[src/rtl/pc_fetch_sequencer.sv]
// pc_fetch_sequencer
//   Program-counter register and instruction-fetch sequencer. Drives the
//   external 16-bit adder with (PC, PC_STEP) and takes its sum back as the
//   sequential next PC. Issues req/ack fetches to instruction memory and
//   presents fetched words downstream on a valid/ready handshake. A redirect
//   always wins over increment and over the downstream handshake.
// Ports
//   clk, rst_n                         clock, async active-low reset
//   stall                              block the start of a new fetch
//   redirect_valid, redirect_target    load aligned target into PC
//   add_a, add_b, add_s                adder operands out, sum in
//   imem_req, imem_addr                fetch request / address to memory
//   imem_ack, imem_rdata               fetch completion / instruction word
//   fetch_valid, fetch_ready           downstream handshake
//   fetch_pc, fetch_instr              presented PC and instruction
module pc_fetch_sequencer #(
    parameter logic [15:0] RESET_PC = 16'h0000,
    parameter logic [15:0] PC_STEP  = 16'd4
) (
    input  logic        clk,
    input  logic        rst_n,
    input  logic        stall,
    input  logic        redirect_valid,
    input  logic [15:0] redirect_target,
    output logic [15:0] add_a,
    output logic [15:0] add_b,
    input  logic [15:0] add_s,
    output logic        imem_req,
    output logic [15:0] imem_addr,
    input  logic        imem_ack,
    input  logic [31:0] imem_rdata,
    output logic        fetch_valid,
    input  logic        fetch_ready,
    output logic [15:0] fetch_pc,
    output logic [31:0] fetch_instr
);

    typedef enum logic [1:0] {
        IDLE,
        REQ,
        VALID
    } state_t;

    state_t      state;
    logic [15:0] pc;
    logic [15:0] req_addr;
    logic        drop;
    logic [15:0] target_aligned;

    assign target_aligned = {redirect_target[15:2], 2'b00};
    assign add_a          = pc;
    assign add_b          = PC_STEP;
    assign imem_addr      = req_addr;

    always_ff @(posedge clk or negedge rst_n) begin
        if (!rst_n) begin
            state       <= IDLE;
            pc          <= RESET_PC;
            req_addr    <= RESET_PC;
            drop        <= 1'b0;
            imem_req    <= 1'b0;
            fetch_valid <= 1'b0;
            fetch_pc    <= '0;
            fetch_instr <= '0;
        end else begin
            case (state)
                IDLE: begin
                    if (redirect_valid) begin
                        pc <= target_aligned;
                    end else if (!stall) begin
                        req_addr <= pc;
                        imem_req <= 1'b1;
                        state    <= REQ;
                    end
                end
                REQ: begin
                    // An open request is never withdrawn; a redirect while
                    // waiting marks the eventual response for discard.
                    if (imem_ack) begin
                        imem_req <= 1'b0;
                        if (drop || redirect_valid) begin
                            drop  <= 1'b0;
                            state <= IDLE;
                            if (redirect_valid) begin
                                pc <= target_aligned;
                            end
                        end else begin
                            fetch_instr <= imem_rdata;
                            fetch_pc    <= req_addr;
                            fetch_valid <= 1'b1;
                            pc          <= add_s;
                            state       <= VALID;
                        end
                    end else if (redirect_valid) begin
                        pc   <= target_aligned;
                        drop <= 1'b1;
                    end
                end
                VALID: begin
                    // Redirect squashes the presented word even if accepted.
                    if (redirect_valid) begin
                        fetch_valid <= 1'b0;
                        pc          <= target_aligned;
                        state       <= IDLE;
                    end else if (fetch_ready) begin
                        fetch_valid <= 1'b0;
                        state       <= IDLE;
                    end
                end
                default: begin
                    state       <= IDLE;
                    imem_req    <= 1'b0;
                    fetch_valid <= 1'b0;
                end
            endcase
        end
    end

endmodule
[config.mk]
export PLATFORM = sky130hd
export DESIGN_NAME = pc_fetch_sequencer
export DESIGN_NICKNAME = d
export VERILOG_FILES = /design/src/rtl/pc_fetch_sequencer.sv
export SDC_FILE = /design/constraint.sdc
export NUM_CORES = 1
export LEC_CHECK = 0
export CORE_ASPECT_RATIO = 0.8
export CORE_UTILIZATION = 37
export DETAILED_ROUTE_END_ITERATION = 8
export PLACE_DENSITY = 0.77
export SYNTH_ARGS = -nofsm -noshare
export SYNTH_HDL_FRONTEND = slang
export SYNTH_SLANG_ARGS = --single-unit
[constraint.sdc]
create_clock -name clk -period 1.7 [get_ports clk]
set_input_delay 0.51 -clock clk [delete_from_list [all_inputs] [get_ports clk]]
set_output_delay 0.51 -clock clk [all_outputs]
set_load 0.01 [all_outputs]
==> run_results.csv <==
group,metric,value,unit
worst_setup_path,startpoint_type,"flop",
detailed_routing,vias,2454,
sta,fmax,0.609,GHz
global_route,track_usage,18.2,%
place,gp_routability_congestion,0.760,
floorplanning,core,9150,um^2
hold_path,hold_class,"input port to async pin",
worst_setup_path,criticalPathCategory,"flop to flop",
sta,clock_skew,0.00831,ns
sta,fin_crit_sh,96.6,%
worst_setup_path,slowest_delay,0.45,ns
sta,rsz0062_at_grt,"false",
job,drv_cap,0,
clock_network,path_clk_slew,0.06,ns
worst_setup_path,r2r_start,"state[1]$_DFFE_PN0P_",
worst_setup_path,crit_arrival,1.85,ns
detailed_routing,wl_met1,3.68,mm
detailed_routing,route.met3.wl,737,um
worst_setup_path,cp_max_fo,14,
worst_setup_path,crit_chain,"nand4bb_4 -> nor2_4 -> buf_4 -> buf_12 -> mux2_2",
clock_network,cts_tree,"done",
detailed_routing,wl_per_cell,16.8,um
floorplanning,die_w,111,um
synth,yosysWarnings,0,
global_route,grt_pass1_vias,2505,
place,dp_hpwl,6.10,mm
clock_network,cts.sinks,85,
worst_setup_path,r2r-end,"fetch_instr[21]$_DFFE_PN0P_",
worst_setup_path,cp-end-kind,"flop",
place,postPlaceCellArea,5150,um^2
cells_and_area,drive_gt1_share,32.6,%
power,power_density,1460,nW/um^2
floorplanning,die_h,89.5,um
floorplanning,die-area,9970,um^2
cells_and_area,finalNetCount,467,
detailed_routing,top_layer,"met4",
power,leakage,2.47,nW
detailed_routing,dr.pass1.iters,6,
worst_setup_path,path_buf_inv,2,
synth,synthCells,234,
sta,fin_crit,1.64,ns
clock_network,htreeDepth,3,
synth,synth_area_per_cell,15.1,um^2
status,status,"finished with violations",
synth,synth-seq-cells,85,
floorplanning,rows,31,
floorplanning,ios,168,
worst_setup_path,crit_family,"flip-flops",
worst_setup_path,rrSetupSlack,0.06,ns
clock_network,cts_made_buffers,9,
status,violations,"DRC",
global_route,grt_max_degree,86,
cells_and_area,fin_area,5420,um^2
worst_setup_path,ff2ff_path_depth,5,
worst_setup_path,crit_required,1.91,ns
detailed_routing,vias_per_cell,4.75,
global_route,grt-ovfl-total,0,
power,finalPower,7.92,mW
detailed_routing,drc,30,
clock_network,clk_latency,0.33,ns
power,power_switching,2.28,mW
detailed_routing,wirelength,8.68,mm
cells_and_area,n_antenna_cell,0,
clock_network,cts-root-buf,"clkbuf_16",
sta,tns,0,ns
sta,finalSetupViolCount,0,
global_route,grt_pass1_wl,13.5,mm
detailed_routing,ant_nets,0,
power,ir_drop,0.648,mV
clock_network,clockBufferDepth,2,
sta,final_max_slew_viol_count,0,
detailed_routing,drtIter0Drc,76,
detailed_routing,wl_met2,4.23,mm
place,io_buffers,149,
worst_setup_path,crit_slowest_cell,"dfrtp_2",
power,comb_power_share,32.8,%
floorplanning,initial_utilization,38.7,%
sta,hold_violations,0,
power,power_frac_clock,26.7,%
synth,netlist_area,3540,um^2
synth,seq_area_frac_synth,60.1,%
power,swShare,28.8,%
power,p_int,5.64,mW
cells_and_area,syn_to_final_growth,53.1,%
synth,ys_types,29,
global_route,antenna_found_initial,0,
power,seq_power_share,40.5,%
layer usage:
| metal | vias up | track usage (%) |
|---|---|---|
| li1 | 1132 | - |
| met1 | 1210 | 21.6 |
| met2 | 110 | 31.2 |
| met3 | 2 | 7.73 |
| met4 | 0 | 4.18 |
| met5 | - | 0 |
what timing repair did:
action,4_1_cts,5_1_grt
setup endpoints to repair,150,15
resized for setup,84,2
hold buffers,0,0
gates cloned,1,0
pin swaps,1,0
setup buffers,2,0
power by group through the flow:
stage          logic (mW)  registers, mW  clock network, mW
2_1_floorplan       0.892           3.57                  0
6_report             2.60           3.21               2.11
5_1_grt              2.79           3.32               2.25
3_5_place_dp         3.14           3.29                  0
4_1_cts              2.64           3.22               2.16
3_3_place_gp         3.08           3.24                  0
layout by cell type (no fill, tap or decap), types with 9 or more instances in the layout:
master / instances
clkdlybuf4s50_1: 64
clkbuf_16: 9
dlygate4sd2_1: 84
o221a_2: 13
conb_1: 16
dfrtp_1: 83
or2_2: 13
mux2_2: 61
buf_4: 14
worst register-to-register path: stages, from the launching register on:
cell and delay [ns]:
dfrtp_2 0.45, nand4bb_4 0.25, nor2_4 0.18, buf_4 0.14, buf_12 0.14, mux2_2 0.36
stage by stage:
| stage | utilization [%] | cells | setup WS [ns] | hold slack, ns |
|---|---|---|---|---|
| floorplan | - | 248 | 0.0467 | 0.214 |
| global placement | 56.3 | 498 | -0.404 | 0.465 |
| detailed placement | 56.3 | 498 | -0.439 | 0.467 |
| CTS | 59.2 | 517 | 0.0268 | 0.228 |
| global route | 59.2 | 517 | 0.00725 | 0.218 |
| finish | 59.2 | 517 | 0.0574 | 0.184 |
synthesized netlist by cell type:
| master | number | area (um^2) |
|---|---|---|
| a21bo_2 | 1 | 10.0 |
| a21o_1 | 2 | 15.0 |
| a21oi_1 | 2 | 10.0 |
| a2bb2oi_1 | 1 | 8.76 |
| and2b_1 | 1 | 7.51 |
| and3b_1 | 1 | 8.76 |
| buf_2 | 1 | 5.00 |
| buf_4 | 21 | 158 |
| buf_6 | 4 | 45.0 |
| buf_8 | 1 | 15.0 |
| clkbuf_1 | 1 | 3.75 |
| clkbuf_8 | 1 | 13.8 |
| conb_1 | 2 | 7.51 |
| dfrtp_1 | 85 | 2130 |
| inv_1 | 4 | 15.0 |
| mux2_2 | 61 | 687 |
| mux2_4 | 3 | 45.0 |
| nand2_1 | 3 | 11.3 |
| nand4bb_4 | 1 | 27.5 |
| nor2_2 | 1 | 6.26 |
| nor3_1 | 1 | 5.00 |
| nor4_4 | 1 | 21.3 |
| o211ai_1 | 2 | 15.0 |
| o21a_1 | 1 | 7.51 |
| o21ai_0 | 4 | 20.0 |
| o221a_2 | 13 | 146 |
| o32a_2 | 1 | 11.3 |
| or2_1 | 1 | 6.26 |
| or2_2 | 13 | 81.3 |
how the worst max path moves through the flow:
stage / endpoint / cells past startpoint / start
6_report: fetch_instr[21]$_DFFE_PN0P_ / 5 / state[1]$_DFFE_PN0P_
5_1_grt: fetch_pc[13]$_DFFE_PN0P_ / 4 / state[1]$_DFFE_PN0P_
4_1_cts: fetch_pc[12]$_DFFE_PN0P_ / 4 / state[1]$_DFFE_PN0P_
3_5_place_dp: fetch_instr[21]$_DFFE_PN0P_ / 5 / imem_ack
3_3_place_gp: fetch_instr[23]$_DFFE_PN0P_ / 5 / imem_ack
2_1_floorplan: imem_addr[10]$_DFFE_PN0P_ / 4 / redirect_valid
logic make-up (layout without fill, tap and decap cells):
group,after synthesis,in the layout,synth area share [%]
compound gates,27,27,6.89
simple gates,23,23,4.95
mux,64,64,20.7
buf+inv,33,187,7.21
other cells,2,16,0.212
flops,85,85,60.1
cell type report:
class,count,area [um^2]
fill,766,3730
sequential,85,2130
timing repair buffer,167,1590
multi-input combinational,130,1220
clock buffer,11,243
tap,115,144
clock inverter,5,81.3
inverter,4,15.0
sequential cells by signal, summed over array words and instances, names as in the netlist:
| name | count |
|---|---|
| imem_addr | 16 |
| fetch_pc | 16 |
| fetch_valid | 1 |
| add_a | 16 |
| state | 2 |
| drop | 1 |
| imem_req | 1 |
| fetch_instr | 32 |
Power figures use the tool's default switching activity.
